`config.mk`:
```
export PLATFORM = sky130hd
export DESIGN_NAME = apb_master_bridge
export DESIGN_NICKNAME = d
export VERILOG_FILES = /design/src/rtl/apb_master_bridge.sv
export SDC_FILE = /design/constraint.sdc
export NUM_CORES = 1
export LEC_CHECK = 0
export ABC_AREA = 1
export BUFFER_PORTS_ARGS = -buffer_cell sky130_fd_sc_hd__buf_2
export CELL_PAD_IN_SITES_DETAIL_PLACEMENT = 0
export CELL_PAD_IN_SITES_GLOBAL_PLACEMENT = 1
export CORE_MARGIN = 2
export CORE_UTILIZATION = 31
export CTS_CLUSTER_DIAMETER = 60
export DETAILED_ROUTE_END_ITERATION = 8
export PLACE_DENSITY_LB_ADDON = 0.1
export SETUP_SLACK_MARGIN = 0.2
export SLEW_MARGIN = 25
export SYNTH_ARGS = -nofsm -noshare
export SYNTH_HDL_FRONTEND = slang
export SYNTH_SLANG_ARGS = --single-unit
```
`constraint.sdc`:
```
create_clock -name pclk -period 1.77 [get_ports pclk]
set_clock_uncertainty 0.1 [all_clocks]
set_input_delay 0.354 -clock pclk [delete_from_list [all_inputs] [get_ports pclk]]
set_output_delay 0.354 -clock pclk [all_outputs]
set_load 0.02 [all_outputs]
```
`src/rtl/apb_master_bridge.sv`:
```
// CPU-to-APB master bridge: turns single-cycle load/store pulses into APB SETUP/ACCESS
// transfers, with a wait-state watchdog that aborts transfers that are never readied.
module apb_master_bridge #(
  parameter int APB_ADDR_W = 16,
  parameter int TIMEOUT    = 16
) (
  input  logic                  pclk,
  input  logic                  prst,
  input  logic                  cpu_req,
  input  logic                  cpu_we,
  input  logic [APB_ADDR_W-1:0] cpu_addr,
  input  logic [31:0]           cpu_wdata,
  output logic                  cpu_busy,
  output logic                  cpu_ack,
  output logic                  cpu_err,
  output logic [31:0]           cpu_rdata,
  output logic [APB_ADDR_W-1:0] paddr,
  output logic                  psel_cpu,
  output logic                  penable,
  output logic                  pwrite,
  output logic [31:0]           pwdata,
  input  logic [31:0]           prdata_cpu,
  input  logic                  pready_cpu
);

  // Keep a 1-bit counter when the watchdog is disabled so the width never collapses to 0.
  localparam int WCNT_W = (TIMEOUT > 0) ? $clog2(TIMEOUT + 1) : 1;
  localparam logic [WCNT_W-1:0] TIMEOUT_CNT = WCNT_W'(TIMEOUT);

  typedef enum logic [1:0] {
    ST_IDLE   = 2'd0,
    ST_SETUP  = 2'd1,
    ST_ACCESS = 2'd2
  } state_e;

  state_e                  state_q, state_d;
  logic [WCNT_W-1:0]       wcnt_q, wcnt_d;
  logic                    busy_q, busy_d;
  logic                    ack_q, ack_d;
  logic                    err_q, err_d;
  logic [31:0]             rdata_q, rdata_d;
  logic [APB_ADDR_W-1:0]   paddr_q, paddr_d;
  logic                    psel_q, psel_d;
  logic                    penable_q, penable_d;
  logic                    pwrite_q, pwrite_d;
  logic [31:0]             pwdata_q, pwdata_d;
  logic                    timeout_hit;

  assign timeout_hit = (TIMEOUT != 0) && (wcnt_q == TIMEOUT_CNT);

  always_comb begin
    state_d   = state_q;
    wcnt_d    = wcnt_q;
    ack_d     = 1'b0;
    err_d     = 1'b0;
    rdata_d   = rdata_q;
    paddr_d   = paddr_q;
    psel_d    = psel_q;
    penable_d = penable_q;
    pwrite_d  = pwrite_q;
    pwdata_d  = pwdata_q;

    case (state_q)
      ST_IDLE: begin
        if (cpu_req) begin
          paddr_d   = cpu_addr;
          pwrite_d  = cpu_we;
          pwdata_d  = cpu_wdata;
          psel_d    = 1'b1;
          penable_d = 1'b0;
          wcnt_d    = '0;
          state_d   = ST_SETUP;
        end
      end
      ST_SETUP: begin
        penable_d = 1'b1;
        state_d   = ST_ACCESS;
      end
      ST_ACCESS: begin
        // A ready in the timeout cycle wins over the abort.
        if (pready_cpu) begin
          psel_d    = 1'b0;
          penable_d = 1'b0;
          ack_d     = 1'b1;
          rdata_d   = pwrite_q ? 32'd0 : prdata_cpu;
          state_d   = ST_IDLE;
        end else if (timeout_hit) begin
          psel_d    = 1'b0;
          penable_d = 1'b0;
          ack_d     = 1'b1;
          err_d     = 1'b1;
          rdata_d   = 32'd0;
          state_d   = ST_IDLE;
        end else begin
          wcnt_d = wcnt_q + WCNT_W'(1);
        end
      end
      default: begin
        psel_d    = 1'b0;
        penable_d = 1'b0;
        state_d   = ST_IDLE;
      end
    endcase

    busy_d = (state_d != ST_IDLE);
  end

  always_ff @(posedge pclk) begin
    if (prst) begin
      state_q   <= ST_IDLE;
      wcnt_q    <= '0;
      busy_q    <= 1'b0;
      ack_q     <= 1'b0;
      err_q     <= 1'b0;
      rdata_q   <= 32'd0;
      paddr_q   <= '0;
      psel_q    <= 1'b0;
      penable_q <= 1'b0;
      pwrite_q  <= 1'b0;
      pwdata_q  <= 32'd0;
    end else begin
      state_q   <= state_d;
      wcnt_q    <= wcnt_d;
      busy_q    <= busy_d;
      ack_q     <= ack_d;
      err_q     <= err_d;
      rdata_q   <= rdata_d;
      paddr_q   <= paddr_d;
      psel_q    <= psel_d;
      penable_q <= penable_d;
      pwrite_q  <= pwrite_d;
      pwdata_q  <= pwdata_d;
    end
  end

  assign cpu_busy  = busy_q;
  assign cpu_ack   = ack_q;
  assign cpu_err   = err_q;
  assign cpu_rdata = rdata_q;
  assign paddr     = paddr_q;
  assign psel_cpu  = psel_q;
  assign penable   = penable_q;
  assign pwrite    = pwrite_q;
  assign pwdata    = pwdata_q;

endmodule

```
After elaboration in Yosys (flattened, before gate mapping)

Cells that the tools add are included.

Output and inout port bits: 86
Flip-flop bits (word level): 93
Input bits: 85
Logic and storage cells: 51

Bitwise operators: 2
Reductions and logical operators: 11
Mux-type cells: 19
$add $sub $neg: 1
Equality and inequality tests: 7

Operators by type and width:

| operator                                      | number |
|---|---|
| two-way mux 32 bit                            | 3 |
| two-way mux 5 bit                             | 3 |
| case mux 5 bit (2 select lines)               | 1 |
| two-way mux 1 bit                             | 6 |
| two-way mux 2 bit                             | 3 |
| inequality test 2 bit, second input constant  | 3 |
| case mux 1 bit (3 select lines)               | 2 |
| case mux 2 bit (3 select lines)               | 1 |
| AND reduction 2 bit                           | 3 |
| nonzero test 2 bit                            | 3 |
| adder 5 x 1 -> 5 bit, second input constant   | 1 |
| == test 5 bit, second input constant          | 1 |
| AND reduction 4 bit                           | 1 |
| inequality test 3 bit, second input constant  | 1 |
| AND reduction 3 bit                           | 1 |
| OR reduction 3 bit                            | 1 |
| == test 2 x 1 -> 1 bit, second input constant | 1 |
| == test 2 bit, second input constant          | 1 |
| zero test 2 bit                               | 1 |
| inverter 1 bit                                | 2 |
| OR reduction 2 bit                            | 1 |

Logic depth before layout (Yosys ltp)

Depth after elaboration: 5
Depth in mapped cells: 8
Depth with buffers taken out: 8

Worst setup path before layout

Ideal clock, no wire load.

Kind: register to register
From: reg wcnt_q[0]
To: reg rdata_q[24] (netlist: cpu_rdata[24])
Buffers on the path: 1
Cell stages (with the launch flop): 9
Path slack: 467 ps
Library setup time: 68 ps
Arrival time: 1135 ps
Required time: 1602 ps
Clock period less this slack: 1303 ps
Cells stage by stage: dfxtp_1 -> inv_1 -> ha_1 -> nand3_2 -> nand2_2 -> nand2_4 -> buf_6 -> nand2_1 -> a21oi_2

Cells in the longest elaborated chain, start to end: 3

RTL lines:

| item                                 | RTL line | text |
|---|---|---|
| from (decl)                          | 37       | `logic [WCNT_W-1:0] wcnt_q, wcnt_d;` |
| from (signal assigned)               | 123      | `wcnt_q <= wcnt_d;` |
| == test 5 bit                        | 49       | `assign timeout_hit = (TIMEOUT != 0) && (wcnt_q == TIMEOUT_CNT);` |
| nonzero test 2 bit (no source line)  | -        |  |
| AND reduction 2 bit (no source line) | -        |  |
| to (signal assigned)                 | 127      | `rdata_q <= rdata_d;` |
| to (decl)                            | 41       | `logic [31:0] rdata_q, rdata_d;` |

No other way between the ends.
A chain may end at the register's enable or synchronous reset.

Final worst setup path

From: reg wcnt_q[1]
To: reg rdata_q[4] (netlist: cpu_rdata[4])

Same word-level chain as after synthesis.

==> key figures <==
Synth
  • Post-synthesis cell type count: 23
  • Post-Synth Adder-Cell Area: 0.7421%
  • Netlist Area Pre-Place: 0.003372 sq mm
  • Post-Syn Nets: 514
  • Largest family of logic cells by synthesized area: simple AND/OR/NAND/NOR gates
  • Synth area leader: dfxtp_1
  • Cells after Synth: 427
  • Synth Area in Simple Gates: 30.95%
  • Post-Synth XOR/XNOR Area: 0%
  • Post-synthesis mux area share: 0%
  • Compound-Gate Fraction of Synth Area: around 7.1%
  • Synth top area cells: dfxtp_1, nand2_1, a21oi_2
  • Synthesis-stage register bit count: between 90 and 100
  • Yosys warning count: 0
  • Post-synthesis sequential area ratio: 55.21%
  • Syn Area/Cell: 7.897 sq um
  • Top cell type's share of synthesized area: 55.21%

Outcome
  • Status: finished, final reports clean

Floorplanning
  • Starting Density: 31.38%
  • Core Rows: 38
  • Die W: 108.3 um
  • Die Area: 0.01173 sq mm
  • Die height: roughly 110 um
  • CORE AREA: 0.01075 sq mm
  • I/O pins: between 150 and 200

Setup path
  • Crit path top cell by count: nand2_4
  • Worst r2r src: wcnt_q[1]
  • CP Launch Point: wcnt_q[1]
  • Setup slack, reg-to-reg: 0.31 ns
  • Worst path arrival time: 1.64 ns
  • CP required: 1.95 ns
  • CP delay by family, top: simple AND/OR/NAND/NOR gates
  • WP buf/inv: 1
  • Setup crit end kind: register
  • CP Launch Type: register
  • Crit-path max FO: 8
  • Critical path class: reg -> reg
  • Slowest Stage Delay on Critical Path: 0.40 ns
  • Cell chain of the critical path: inv_1 -> ha_1 -> nand3_2 -> nand2_4 -> nand2_4 -> nand2_1 -> a21oi_1
  • Crit-path slowest cell: dfxtp_1

Cells and area
  • Fin nets: a little under 700
  • Most common cell after layout, fill and taps aside: nand2_1
  • Most frequent cells in the layout: nand2_1, buf_2, dfxtp_1
  • Fin util: a little over two fifths
  • Area Growth Syn to Fin: 36.70%
  • Non-Filler Instances: 743
  • N_diodes: 0
  • Share of cells above drive strength 1: 37.31%

Routing
  • Vias: 3,149
  • Post-route ant nets: 0
  • Initial DRT Pass Iterations: 4
  • Vias/cell: 4.238
  • DRC Markers: 0
  • Routed len/inst: 11.65 um
  • Routed wire length: 8657 um
  • Iteration-0 DRC Markers: 225

GRT
  • Vias in the first global route: 2,885
  • Grt ovf: 0
  • Met1 Use GR: about 17%
  • Largest net degree at the start of global routing: 50
  • Met3 usage: 4.822%
  • Initial antenna violation count: 0
  • Gr usage total: 13.90%
  • First-pass GRT wire length: 12,980 um
  • Gr busiest metal: met2
  • Met2 Usage GRT: between 20 and 25%

STA
  • Fmax: about 680 MHz
  • Relative slew slack: 67.57%
  • Fin Setup TNS: 0 ns
  • Setup-failing EPs final: 0
  • Slew @ Worst Pin: between 0.4 and 0.5 ns
  • Unrepaired setup endpoints after global routing: no
  • Slew Viols, Final: 0
  • Min Hold Slack: 0.08798 ns
  • Final hold viol count: 0
  • Period utilization: 82.64%
  • Tmin final: 1.463 ns

Power
  • Peak supply drop: 0.4133 mV
  • Pleak: ~2.4 nW
  • Power Density: 919.8 mW/mm^2
  • Total chip power: 0.004240 W

CTS
  • CTS Buf Count: 9
  • Clk_lat worst skew: 0.34 ns
  • Clock tree sinks: a little over 90
  • Clock slew at reported path FFs: about 0.090 ns
  • Root Driver: clkbuf_8
  • CTS Buffer Depth: 2
  • CTS tree: yes
  • H-tree depth: 3

Hold path
  • Hold Startpoint: cpu_addr[15]
  • Worst hold path class: in -> reg

Placed design
  • Placed insts: 723
  • HPWL Detailed: about 5800 um
  • Port Buffers: 170
  • Final GP Congestion: 0.7775

Run
  • Max cap viols: 0
routing by layer:
metal	vias up	wire length (um)
met5	-	0
met1	1370	3964
li1	1653	-
met2	117	3775
met4	0	101
met3	9	816
flip-flops by register name, indices dropped and copies added (netlist names), 2 cells and up:
signal	flops
wcnt_q	5
cpu_rdata	32
state_q	2
paddr	16
pwdata	32
worst paths after layout:
path,end,depth (start not counted)
worst min register to register,pwdata[8],2
worst max register to register,cpu_rdata[4],7
worst min-delay path,paddr[15],3
worst max-delay path,cpu_rdata[4],7
stage by stage:
stage / instance area (sq um) / setup WS [ns]
after detailed placement: 4320 / 0.2135
after global routing: 4609 / 0.1941
final: 4609 / 0.3073
after floorplan: 3372 / 0.4670
after global placement: 4320 / 0.2703
after CTS: 4531 / 0.2894
kinds of logic after synthesis:
group           count (synthesis)
fa+ha+maj                       2
buf+inv                        35
compound gates                 37
flops                          93
simple gates                  260
cell type report:
class                      instances  area (sq um)
tap                              140         175.2
clock buffer                      11         141.4
timing repair buffer             177         944.7
clock inverter                     5         60.06
multi-input combinational        302          1365
sequential                        93          1863
fill                            1150          6136
inverter                          15         60.06
report_power, final:
part / leakage (nW) / internal, W / switching (W) / total, W
logic: 1.51 / 0.000211 / 0.000355 / 0.000566
registers: 0.759 / 0.00219 / 0.0000508 / 0.00224
clock network: 0.0878 / 0.000692 / 0.000736 / 0.00143
timing repair:
action                                  CTS  global route
gates resized for setup                   1             6
endpoints found under the setup margin    1            46
setup buffers                             0             1
hold buffers                              0             0
gates cloned                              0             3
pin swaps                                 0             3
synthesized netlist by cell type:
master and instances:
nor2_1 8, nand2_4 1, inv_2 2, nor2_4 1, inv_1 13, nand2_1 231, o21ai_0 1, a21oi_2 14
nor3_4 1, nand2_2 5, nand3_1 7, a21oi_1 22, or2_2 1, buf_4 5, ha_1 2, buf_6 6
clkbuf_1 2, nor4_1 1, dfxtp_1 93, buf_2 7, nand3_2 1, nor2_2 1, nand4_1 2
worst reg2reg max path, cell delays in order (launching register included):
cell     delay, ns
dfxtp_1       0.40
inv_1         0.08
ha_1          0.19
nand3_2       0.12
nand2_4       0.14
nand2_4       0.16
nand2_1       0.07
a21oi_1       0.14
(Power assumes the default switching activity.)
